`src/rtl/mem_port_arbiter.sv`:
```
// mem_port_arbiter: shares one single-port, fixed-latency synchronous memory between the
// instruction-fetch requester (IF) and the data-access requester (MEM) of a 5-stage pipeline.
// Each access is issued in IDLE, waits MEM_LAT cycles in WAIT, and is acknowledged with a
// one-cycle valid pulse in RESP. Data requests win over instruction fetches when both assert.
//
// Optional feature: define ARB_STARVE_GUARD_EN to build an IF loss counter that forces an IF
// grant after STARVE_MAX contested losses. Without it, priority is fixed to the data port.
//
// Ports:
//   CLK, RST_n                      clock, asynchronous active-low reset
//   if_req/if_addr                  instruction read request (level, held until if_valid)
//   if_gnt/if_valid/if_rdata        IF issue pulse, response pulse, registered read word
//   dm_req/dm_we/dm_addr/dm_wdata   data request (level, held until dm_valid)
//   dm_gnt/dm_valid/dm_rdata        data issue pulse, response pulse, registered read word
//   mem_en/mem_we/mem_addr/mem_wdata memory strobe and command, issue cycle only (0 otherwise)
//   mem_rdata                       memory read data, valid MEM_LAT cycles after mem_en
//   stall_if/stall_mem              per-stage stall, req & ~valid
module mem_port_arbiter #(
  parameter int unsigned ADDR_W     = 7,
  parameter int unsigned DATA_W     = 32,
  parameter int unsigned MEM_LAT    = 2,
  parameter int unsigned STARVE_MAX = 3
) (
  input  logic              CLK,
  input  logic              RST_n,
  input  logic              if_req,
  input  logic [ADDR_W-1:0] if_addr,
  output logic              if_gnt,
  output logic              if_valid,
  output logic [DATA_W-1:0] if_rdata,
  input  logic              dm_req,
  input  logic              dm_we,
  input  logic [ADDR_W-1:0] dm_addr,
  input  logic [DATA_W-1:0] dm_wdata,
  output logic              dm_gnt,
  output logic              dm_valid,
  output logic [DATA_W-1:0] dm_rdata,
  output logic              mem_en,
  output logic              mem_we,
  output logic [ADDR_W-1:0] mem_addr,
  output logic [DATA_W-1:0] mem_wdata,
  input  logic [DATA_W-1:0] mem_rdata,
  output logic              stall_if,
  output logic              stall_mem
);

  typedef enum logic [1:0] {StIdle, StWait, StResp} state_e;

  state_e      state_q, state_d;
  logic        owner_dm_q, owner_dm_d;
  logic        we_q, we_d;
  logic [2:0]  cnt_q, cnt_d;
  logic [DATA_W-1:0] if_rdata_q, dm_rdata_q;

  logic grant_if, grant_dm, force_if, capture;

  // Grants are combinational in IDLE; gated by RST_n so every output is 0 while in reset.
  assign grant_dm = RST_n && (state_q == StIdle) && dm_req && !(if_req && force_if);
  assign grant_if = RST_n && (state_q == StIdle) && if_req && !grant_dm;

`ifdef ARB_STARVE_GUARD_EN
  localparam int unsigned LossW = (STARVE_MAX < 1) ? 1 : $clog2(STARVE_MAX + 1);

  logic [LossW-1:0] loss_q, loss_d;

  assign force_if = (loss_q == LossW'(STARVE_MAX));

  always_comb begin
    loss_d = loss_q;
    if (grant_if) begin
      loss_d = '0;
    end else if (grant_dm && if_req) begin
      // Never exceeds STARVE_MAX: at STARVE_MAX the next contested cycle goes to IF.
      loss_d = loss_q + 1'b1;
    end
  end

  always_ff @(posedge CLK or negedge RST_n) begin
    if (!RST_n) begin
      loss_q <= '0;
    end else begin
      loss_q <= loss_d;
    end
  end
`else
  assign force_if = 1'b0;
`endif

  // Last WAIT cycle: mem_rdata is valid now.
  assign capture = (state_q == StWait) && (cnt_q == 3'd0);

  always_comb begin
    state_d    = state_q;
    owner_dm_d = owner_dm_q;
    we_d       = we_q;
    cnt_d      = cnt_q;
    unique case (state_q)
      StIdle: begin
        if (grant_dm || grant_if) begin
          owner_dm_d = grant_dm;
          we_d       = grant_dm && dm_we;
          cnt_d      = 3'(MEM_LAT - 1);
          state_d    = StWait;
        end
      end
      StWait: begin
        if (cnt_q == 3'd0) begin
          state_d = StResp;
        end else begin
          cnt_d = cnt_q - 3'd1;
        end
      end
      StResp: begin
        state_d = StIdle;
      end
      default: begin
        state_d = StIdle;
      end
    endcase
  end

  always_ff @(posedge CLK or negedge RST_n) begin
    if (!RST_n) begin
      state_q    <= StIdle;
      owner_dm_q <= 1'b0;
      we_q       <= 1'b0;
      cnt_q      <= 3'd0;
    end else begin
      state_q    <= state_d;
      owner_dm_q <= owner_dm_d;
      we_q       <= we_d;
      cnt_q      <= cnt_d;
    end
  end

  // Read data registers hold until the next read completion for the same requester.
  always_ff @(posedge CLK or negedge RST_n) begin
    if (!RST_n) begin
      if_rdata_q <= '0;
      dm_rdata_q <= '0;
    end else if (capture) begin
      if (!owner_dm_q) begin
        if_rdata_q <= mem_rdata;
      end else if (!we_q) begin
        dm_rdata_q <= mem_rdata;
      end
    end
  end

  always_comb begin
    if_gnt    = grant_if;
    dm_gnt    = grant_dm;
    if_valid  = (state_q == StResp) && !owner_dm_q;
    dm_valid  = (state_q == StResp) && owner_dm_q;
    if_rdata  = if_rdata_q;
    dm_rdata  = dm_rdata_q;
    mem_en    = grant_if || grant_dm;
    mem_we    = grant_dm && dm_we;
    mem_addr  = '0;
    mem_wdata = '0;
    if (grant_dm) begin
      mem_addr  = dm_addr;
      mem_wdata = dm_we ? dm_wdata : '0;
    end else if (grant_if) begin
      mem_addr  = if_addr;
    end
    stall_if  = RST_n && if_req && !if_valid;
    stall_mem = RST_n && dm_req && !dm_valid;
  end

endmodule

```
`config.mk`:
```
export PLATFORM = sky130hd
export DESIGN_NAME = mem_port_arbiter
export DESIGN_NICKNAME = d
export VERILOG_FILES = /design/src/rtl/mem_port_arbiter.sv
export SDC_FILE = /design/constraint.sdc
export NUM_CORES = 1
export LEC_CHECK = 0
export CAP_MARGIN = 20
export CELL_PAD_IN_SITES_DETAIL_PLACEMENT = 0
export CELL_PAD_IN_SITES_GLOBAL_PLACEMENT = 1
export CORE_AREA = 2 2 116 118
export DETAILED_ROUTE_END_ITERATION = 10
export DIE_AREA = 0 0 118 120
export HOLD_SLACK_MARGIN = 0.12
export PLACE_DENSITY = 0.86
export SYNTH_ARGS = -nofsm -noshare
export SYNTH_HDL_FRONTEND = slang
export SYNTH_SLANG_ARGS = --single-unit
```
`constraint.sdc`:
```
create_clock -name CLK -period 1.6 [get_ports CLK]
set_input_delay 0.24 -clock CLK [delete_from_list [all_inputs] [get_ports CLK]]
set_output_delay 0.24 -clock CLK [all_outputs]
set_load 0.01 [all_outputs]
```
# [Word level (Yosys, flattened, before mapping)]
# Cells that the tools add are included.
[classes] add_sub_neg=1 n_mul=0 div=0 n_lt_le_gt_ge=0 eq_ne=5 shift=0 mux=10 bitwise_logic=2 n_reduce_logical=25
[op_table] operator="$mux W32" n=2
[op_table] operator="$mux W7" n=2
[op_table] operator="$logic_and A1 B1 Y1" n=12
[op_table] operator="$mux W3" n=2
[op_table] operator="$pmux W3 S2" n=1
[op_table] operator="$reduce_and A2 Y1" n=3
[op_table] operator="$reduce_and A3 Y1" n=2
[op_table] operator="$logic_not A1 Y1" n=4
[op_table] operator="$mux W2" n=2
[op_table] operator="$ne A2 B2 Y1 const B" n=2
[op_table] operator="$pmux W2 S2" n=1
[op_table] operator="$logic_not A3 Y1" n=1
[op_table] operator="$sub A3 B1 Y3 const B" n=1
[op_table] operator="$eq A2 B1 Y1 const B" n=1
[op_table] operator="$eq A2 B2 Y1 const B" n=1
[op_table] operator="$logic_not A2 Y1" n=1
[op_table] operator="$ne A2 B1 Y1 const B" n=1
[op_table] operator="$not A1 Y1" n=2
[op_table] operator="$reduce_bool A2 Y1" n=1
[op_table] operator="$logic_or A1 B1 Y1" n=1
[totals] register_bits=71 latch_bits=0 ramBits=0 romBits=0 in_bits=83 output_inout_bits=111 wordCells=49 n_memories=0

# [Longest topological paths before layout]
# Gate-level depths: netlist (run 1).
[depth] word_depth=8 depth_mapped=7 depth_no_buf=5

# [Least setup slack after synthesis (run 1)]
# Ideal clock, no wire load.
[synth_path] path_kind="register to register" from="register cnt_q[0]" to="register if_rdata_q[10], in the netlist if_rdata[10]" setup_ns=0.125 t_arrival_ns=1.557 required_ns=1.475 path_slack_ns=-0.082 path_stages_with_launch=8 n_path_buf=2 period_less_slack_ns=1.682 cell_sequence="dfrtp_1 -> inv_1 -> ha_1 -> and4bb_4 -> nor2b_4 -> buf_6 -> buf_12 -> mux2_4"
[synth_via] elab_chain_cells=3
[synth_lines] item="from (decl)" line_no="52" rtl="logic [2:0] cnt_q, cnt_d;"
[synth_lines] item="from (signal assigned)" line_no="132" rtl="cnt_q <= cnt_d;"
[synth_lines] item="$logic_not A3 Y1" line_no="90" rtl="assign capture = (state_q == StWait) && (cnt_q == 3'd0);"
[synth_lines] item="$logic_and A1 B1 Y1" line_no="90"
[synth_lines] item="$reduce_and A2 Y1 (no source line)"
[synth_lines] item="to (signal assigned)" line_no="143" rtl="if_rdata_q <= mem_rdata;"
[synth_lines] item="to (decl)" line_no="53" rtl="logic [DATA_W-1:0] if_rdata_q, dm_rdata_q;"
# Every way passes these cells.
# A chain may end at the register's enable or synchronous reset.

# [Worst setup path in the final report (run 1)]
[layout_path] from="register state_q[1]" to="output port mem_wdata[8]"
[layout_via] elab_chain_cells=4
[layout_lines] item="from (decl)" line_no="49" rtl="state_e state_q, state_d;"
[layout_lines] item="from (signal assigned)" line_no="124" rtl="state_q <= StIdle;"
[layout_lines] item="from (signal assigned)" line_no="129" rtl="state_q <= state_d;"
[layout_lines] item="$logic_not A2 Y1" line_no="58" rtl="assign grant_dm = RST_n && (state_q == StIdle) && dm_req && !(if_req && force_if);"
[layout_lines] item="$logic_and A1 B1 Y1 (2 in series)" line_no="58"
[layout_lines] item="$mux W32" line_no="161" rtl="if (grant_dm) begin"
[layout_lines] item="to (decl)" line_no="41" rtl="output logic [DATA_W-1:0] mem_wdata,"
# Every way passes these cells.

==> impl_metrics.env, run 1 <==
export IMPL_synth_async_sr_flop_share_pct=100.0
export IMPL_fmax_mhz=521.9
export IMPL_antenna_found_initial=1
export IMPL_synth_top_flop_cell="dfrtp_1"
export IMPL_criticalPathCategory="reg -> out"
export IMPL_finalPower_mw=10.94
export IMPL_fp_dieArea_mm2=0.01416
export IMPL_max_slew_margin_pct=40.24
export IMPL_grt_total_usage_pct=14.86
export IMPL_finClkSkew_ns=0.01007
export IMPL_path_clk_slew_ns=0.06
export IMPL_top_layer_used="met5"
export IMPL_cts_num_sinks=71
export IMPL_slew_viol_final=0
export IMPL_startpoint_type="flop"
export IMPL_drive_above_1_share_pct=43.20
export IMPL_wirelength_mm=10.87
export IMPL_synthMuxAreaShare_pct=26.17
export IMPL_switching_share_pct=29.70
export IMPL_synth_area_leaders="dfrtp_1, mux2_4, mux2_2, and3_1, a22o_1"
export IMPL_min_path_type="in -> async"
export IMPL_power_density_mw_per_mm2=1747
export IMPL_synth_top_area_share_pct=54.41
export IMPL_start_util_pct=25.16
export IMPL_p_int_mw=7.687
export IMPL_seqPwrFrac_pct=29.6
export IMPL_cts_htree_levels=3
export IMPL_synth_distinct_cells=30
export IMPL_synth_xor_area_share_pct=0
export IMPL_end_kind="output pin"
export IMPL_postSynthAreaPerCell_um2=14.64
export IMPL_num_rows=42
export IMPL_grt_setup_unrepaired="true"
export IMPL_vias=2802
export IMPL_gr_total_overflow=0
export IMPL_crit_fanout=8
export IMPL_crit_slowest_cell="dfrtp_2"
export IMPL_leakage_nw=2.937
export IMPL_grt_pass1_wl_mm=16.50
export IMPL_fin_crit_ns=1.916
export IMPL_grt_max_degree=72
export IMPL_synth_simple_area_share_pct=11.00
export IMPL_pin_count=194
export IMPL_die_h_um=120
export IMPL_path_cells="and4bb_4 -> buf_12 -> buf_16 -> and3_4 -> buf_6"
export IMPL_yosysTopAreaCell="dfrtp_1"
export IMPL_outcome="finished with violations"
export IMPL_final_period_utilization_pct=119.8
export IMPL_holdBufCountCts=0
export IMPL_synth_compound_area_share_pct=3.142
export IMPL_root_buffer="clkbuf_16"
export IMPL_place_gp_congestion=0.7107
export IMPL_cp_data_required_time_ns=1.36
export IMPL_dp_hpwl_mm=7.152
export IMPL_avgRoutedWirePerCell_um=17.01
export IMPL_yosys_area_share_adder_pct=0.7663
export IMPL_ir_drop_mv=0.6391
export IMPL_arrival_ns=1.68
export IMPL_drtIter0Drc=97
export IMPL_synth_top_family_by_area="multiplexers"
export IMPL_cap_viol_max_count=0
export IMPL_numCtsBuffers=9
export IMPL_dr_pass1_iters=4
export IMPL_fillers=1152
export IMPL_dr_wl_met3_um=759
export IMPL_hold_viol_final=0
export IMPL_first_global_vias=3152
export IMPL_setup_violations=110
export IMPL_ys_seq_area_share_pct=54.41
export IMPL_setup_ws_ns=-0.3161
export IMPL_cts_tree="built"
export IMPL_drc=0
export IMPL_wl_met2_mm=5.545
export IMPL_antennaDiodeCount=0
export IMPL_clock_power_share_pct=18.3
export IMPL_die_w_um=118
export IMPL_portBuffers=193
export IMPL_cp_buffers_inverters=3
export IMPL_clock_tree_buffer_depth=2
export IMPL_fin_nets=543
export IMPL_ant_nets=0
export IMPL_synth_most_common_cell="dfrtp_1"
export IMPL_wl_met1_mm=4.377
export IMPL_path_delay_family="simple AND/OR/NAND/NOR gates"
export IMPL_synth_common_cells="dfrtp_1, and3_1, mux2_2"
export IMPL_ys_ff_latch=71
export IMPL_via_per_inst=4.385
export IMPL_synth_cell_area_mm2=0.003266
export IMPL_clk_latency_ns=0.33
export IMPL_place_ws_ns=-0.5499
export IMPL_worst_slew_pin_slew_ns=0.8963
export IMPL_netSwitchingPower_mw=3.248
export IMPL_power_frac_comb_pct=52.1
export IMPL_syn_nets=308
export IMPL_violations="setup timing"
export IMPL_coreArea_mm2=0.01298
export IMPL_synth_edf_count=0
export IMPL_syn_inst=223
export IMPL_syn_to_final_growth_pct=91.69
export IMPL_slowest_delay_ns=0.45
export IMPL_yosysWarnings=0
[path summary, 6_finish.rpt]
| check | start | end | slack, ns | depth (start not counted) |
|---|---|---|---|---|
| max | state_q[1] | mem_wdata[8] | -0.32 | 5 |
| min | RST_n | if_rdata[6] | 0.17 | 2 |
| max reg2reg | state_q[0] | dm_rdata[14] | -0.23 | 8 |
| min reg2reg | dm_rdata[18] | dm_rdata[18] | 0.50 | 1 |
| max in group asynchronous | RST_n | state_q[1] | 0.82 | 2 |
| min in group CLK | dm_rdata[18] | dm_rdata[18] | 0.50 | 1 |
[power by group through the flow]
stage,clock [mW],sequential [mW],combinational (mW)
final,2.00,3.24,5.70
after global routing,2.13,3.35,6.00
after CTS,2.06,3.23,5.48
after detailed placement,0,3.23,4.88
after global placement,0,3.18,4.78
after floorplan,0,3.59,1.84
[cells in the final DEF, fill, tap and decap left out, types with 2 or more instances in the layout]
cell type and instances:
a22o_1 7, and2_4 2, and3_1 22, and3_4 10
and4bb_4 2, buf_12 7, buf_16 5, buf_2 31
buf_4 18, buf_6 28, clkbuf_16 12, clkdlybuf4s50_1 145
clkinv_4 2, dfrtp_1 70, inv_2 2, mux2_2 11
mux2_4 54, nand2_1 4, nor2_1 2, o22ai_1 2
or2_2 2
[cell type report]
| class | instances | area, µm² | area share, % |
|---|---|---|---|
| clock buffers | 10 | 229.0 | 3.658 |
| clock inverters | 6 | 68.82 | 1.099 |
| inverters | 3 | 11.26 | 0.1799 |
| multi-input cells | 134 | 1523 | 24.33 |
| flip-flops and latches | 71 | 1778 | 28.40 |
| well taps | 176 | 220.2 | 3.518 |
| repair buffers | 239 | 2430 | 38.82 |
[per-layer routing]
layer	track usage (%)	vias to the layer above
li1	-	1273
met1	17.19	1376
met2	26.27	138
met3	3.850	13
met4	5.873	2
met5	0	-
[stage by stage]
step	hold WS (ns)	cell area, µm²	utilization, %	std cells	TNS [ns]
floorplan	-0.05559	3268	-	223	-2.098
global placement	0.4786	5502	42.38	598	-25.09
detailed placement	0.4915	5502	42.38	598	-27.19
CTS	0.2010	6022	46.39	633	-17.34
global route	0.2528	6260	48.23	639	-31.64
finish	0.1651	6260	48.23	639	-24.76
[what timing repair did]
| action | 4_1_cts | 5_1_grt |
|---|---|---|
| endpoints found under the setup margin | 82 | 111 |
| endpoints found under the hold margin | 0 | 0 |
| gates resized for setup | 232 | 38 |
| buffers inserted | 13 | 6 |
| pin swaps | 15 | 7 |
| gates cloned | 6 | 3 |
[kinds of logic after synthesis]
| group | after synthesis |
|---|---|
| AOI/OAI and AO/OA | 13 |
| muxes | 66 |
| DFF | 71 |
| buffers and inverters | 18 |
| and+or+nand+nor | 53 |
| adders and majority gates | 2 |
[registers in the layout, indices dropped and copies added (netlist names)]
| name | cells |
|---|---|
| cnt_q | 3 |
| owner_dm_q | 1 |
| if_rdata | 32 |
| state_q | 2 |
| we_q | 1 |
| dm_rdata | 32 |
Power figures use the tool's default switching activity.
==> run 2, diff against run 1 <==
- HOLD_SLACK_MARGIN: 0.12 -> default
==> results of run 2 <==
Same layout as run 1: the final DEF is identical, and so are final timing and power.
==> run 3, diff against run 2 <==
- GPL_TIMING_DRIVEN: default -> 0
==> run 3 against run 2 <==
Effect of this change: the run ends with hold timing, setup timing left; design area down 1.5%; die area is the same; clock skew decreased by 0.0058 ns; utilization decreased by 0.74 points; cell count down 0.63%; combinational power decreased by 6.7%; sequential power is essentially flat; via count decreased by 1.9%; fmax decreased by 0.34%; first-iteration DRC count up 2.1%; total power down 3.2%; highest routed layer is now met4.
==> impl_metrics.env, run 3 (synthesized netlist as in run 1, its figures left out) <==
export IMPL_rr_worst_depth=8
export IMPL_antennaDiodeCount=0
export IMPL_cap_viol_max_count=0
export IMPL_pin_count=194
export IMPL_clock_tree_buffer_depth=2
export IMPL_first_global_vias=2945
export IMPL_syn_to_final_growth_pct=88.74
export IMPL_start_util_pct=25.16
export IMPL_final_period_utilization_pct=120.2
export IMPL_layout_common_cells="clkdlybuf4s50_1, dfrtp_1, mux2_4, mux2_2, buf_2"
export IMPL_die_w_um=118
export IMPL_violations="hold timing, setup timing"
export IMPL_p_int_mw=7.537
export IMPL_place_gp_congestion=0.7265
export IMPL_fin_crit_ns=1.923
export IMPL_vias=2748
export IMPL_coreArea_mm2=0.01298
export IMPL_num_rows=42
export IMPL_seqPwrFrac_pct=30.7
export IMPL_dr_pass1_iters=4
export IMPL_cts_htree_levels=3
export IMPL_fp_dieArea_mm2=0.01416
export IMPL_post_route_util_pct=47.48
export IMPL_drc=0
export IMPL_power_density_mw_per_mm2=1717
export IMPL_min_path_type="in -> async"
export IMPL_grt_setup_unrepaired="true"
export IMPL_drive_above_1_share_pct=42.48
export IMPL_netSwitchingPower_mw=3.048
export IMPL_crit_fanout=10
export IMPL_cts_num_sinks=71
export IMPL_via_per_inst=4.328
export IMPL_numCtsBuffers=9
export IMPL_cp_data_required_time_ns=1.36
export IMPL_arrival_ns=1.68
export IMPL_grt_total_usage_pct=14.21
export IMPL_grt_pass1_wl_mm=15.66
export IMPL_slew_viol_final=0
export IMPL_avgRoutedWirePerCell_um=15.67
export IMPL_cts_tree="built"
export IMPL_power_frac_comb_pct=50.3
export IMPL_gr_total_overflow=0
export IMPL_final_common_cell="clkdlybuf4s50_1"
export IMPL_die_h_um=120
export IMPL_criticalPathCategory="reg -> out"
export IMPL_outcome="finished with violations"
export IMPL_clk_latency_ns=0.33
export IMPL_end_kind="output pin"
export IMPL_grt_max_degree=76
export IMPL_place_ws_ns=-1.236
export IMPL_hold_ws_ns=-0.1871
export IMPL_root_buffer="clkbuf_16"
export IMPL_portBuffers=193
export IMPL_switching_share_pct=28.79
export IMPL_finClkSkew_ns=0.004223
export IMPL_worst_slew_pin_slew_ns=0.3964
export IMPL_path_clk_slew_ns=0.06
export IMPL_fmax_mhz=520.1
export IMPL_hold_viol_final=71
export IMPL_max_slew_margin_pct=73.57
export IMPL_ant_nets=0
export IMPL_dp_hpwl_mm=7.028
export IMPL_drtIter0Drc=99
export IMPL_fin_nets=539
export IMPL_antenna_found_initial=0
export IMPL_wirelength_mm=9.949
export IMPL_leakage_nw=2.793
export IMPL_setup_violations=106
export IMPL_clock_power_share_pct=19.0
export IMPL_setup_ws_ns=-0.3226
export IMPL_startpoint_type="flop"
export IMPL_ir_drop_mv=0.5994
-- run 3: cell count changes in the layout (fill, tap and decap cells not counted), sizes merged --
cell / previous run / this run
buf: 89 / 86
clkbuf: 13 / 17
clkinv: 3 / 1
clkinvlp: 1 / 0
dlygate4sd2: 1 / 0
inv: 4 / 3
-- run 3: routing by layer --
| layer | global-route usage, % | share of wire [%] |
|---|---|---|
| met3 | 3.470 | 7.0 |
| met1 | 16.62 | 41 |
| met5 | 0 | 0 |
| met4 | 5.648 | 1.6 |
| met2 | 25.04 | 50 |
-- run 3: worst paths after layout --
path / start / endpoint / slack [ns]
max: state_q[1] / mem_wdata[8] / -0.32
min: RST_n / if_rdata[27] / -0.19
max reg2reg: cnt_q[0] / if_rdata[18] / -0.19
min reg2reg: dm_rdata[24] / dm_rdata[24] / 0.50
max in group asynchronous: RST_n / state_q[1] / 1.45
min in group CLK: dm_rdata[24] / dm_rdata[24] / 0.50
-- run 3: metrics by stage --
step	power, mW	TNS [ns]	instances	hold WS (ns)	instance area [µm²]
floorplan	5.434	-2.098	223	-0.05559	3268
global placement	7.820	-319.93	592	0.4760	5420
detailed placement	7.938	-57.87	592	0.4378	5418
CTS	10.65	-22.33	635	-0.1739	6101
global route	11.16	-26.32	635	-0.1579	6163
finish	10.58	-19.36	635	-0.1871	6163
-- run 3: what timing repair did --
| item | CTS | global route |
|---|---|---|
| gates cloned | 6 | 0 |
| resized for setup | 248 | 28 |
| setup buffers | 21 | 7 |
| pin swaps | 6 | 20 |
| setup endpoints to repair | 111 | 109 |
| endpoints found under the hold margin | 71 | 71 |
-- run 3: worst max-delay path: stages (launching register included) --
cell      delay [ns]
dfrtp_2         0.43
and4bb_4        0.40
buf_6           0.12
buf_8           0.10
and3_4          0.19
buf_6           0.10
-- run 3: power by group through the flow --
stage               combinational [mW]  clock, mW  sequential, mW
floorplan                         1.84          0            3.59
global placement                  4.62          0            3.20
detailed placement                4.68          0            3.25
CTS                               5.33       2.07            3.24
global route                      5.64       2.15            3.36
finish                            5.32       2.01            3.25
-- run 3: area by class of cell --
| type | count | area [µm²] |
|---|---|---|
| fill | 1185 | 6817 |
| timing repair buffer | 222 | 2202 |
| sequential | 71 | 1779 |
| multi-input combinational | 134 | 1470 |
| clock buffer | 14 | 264.0 |
| tap | 176 | 220.2 |
| buffer | 13 | 177.7 |
| clock inverter | 2 | 38.79 |
| inverter | 3 | 11.26 |
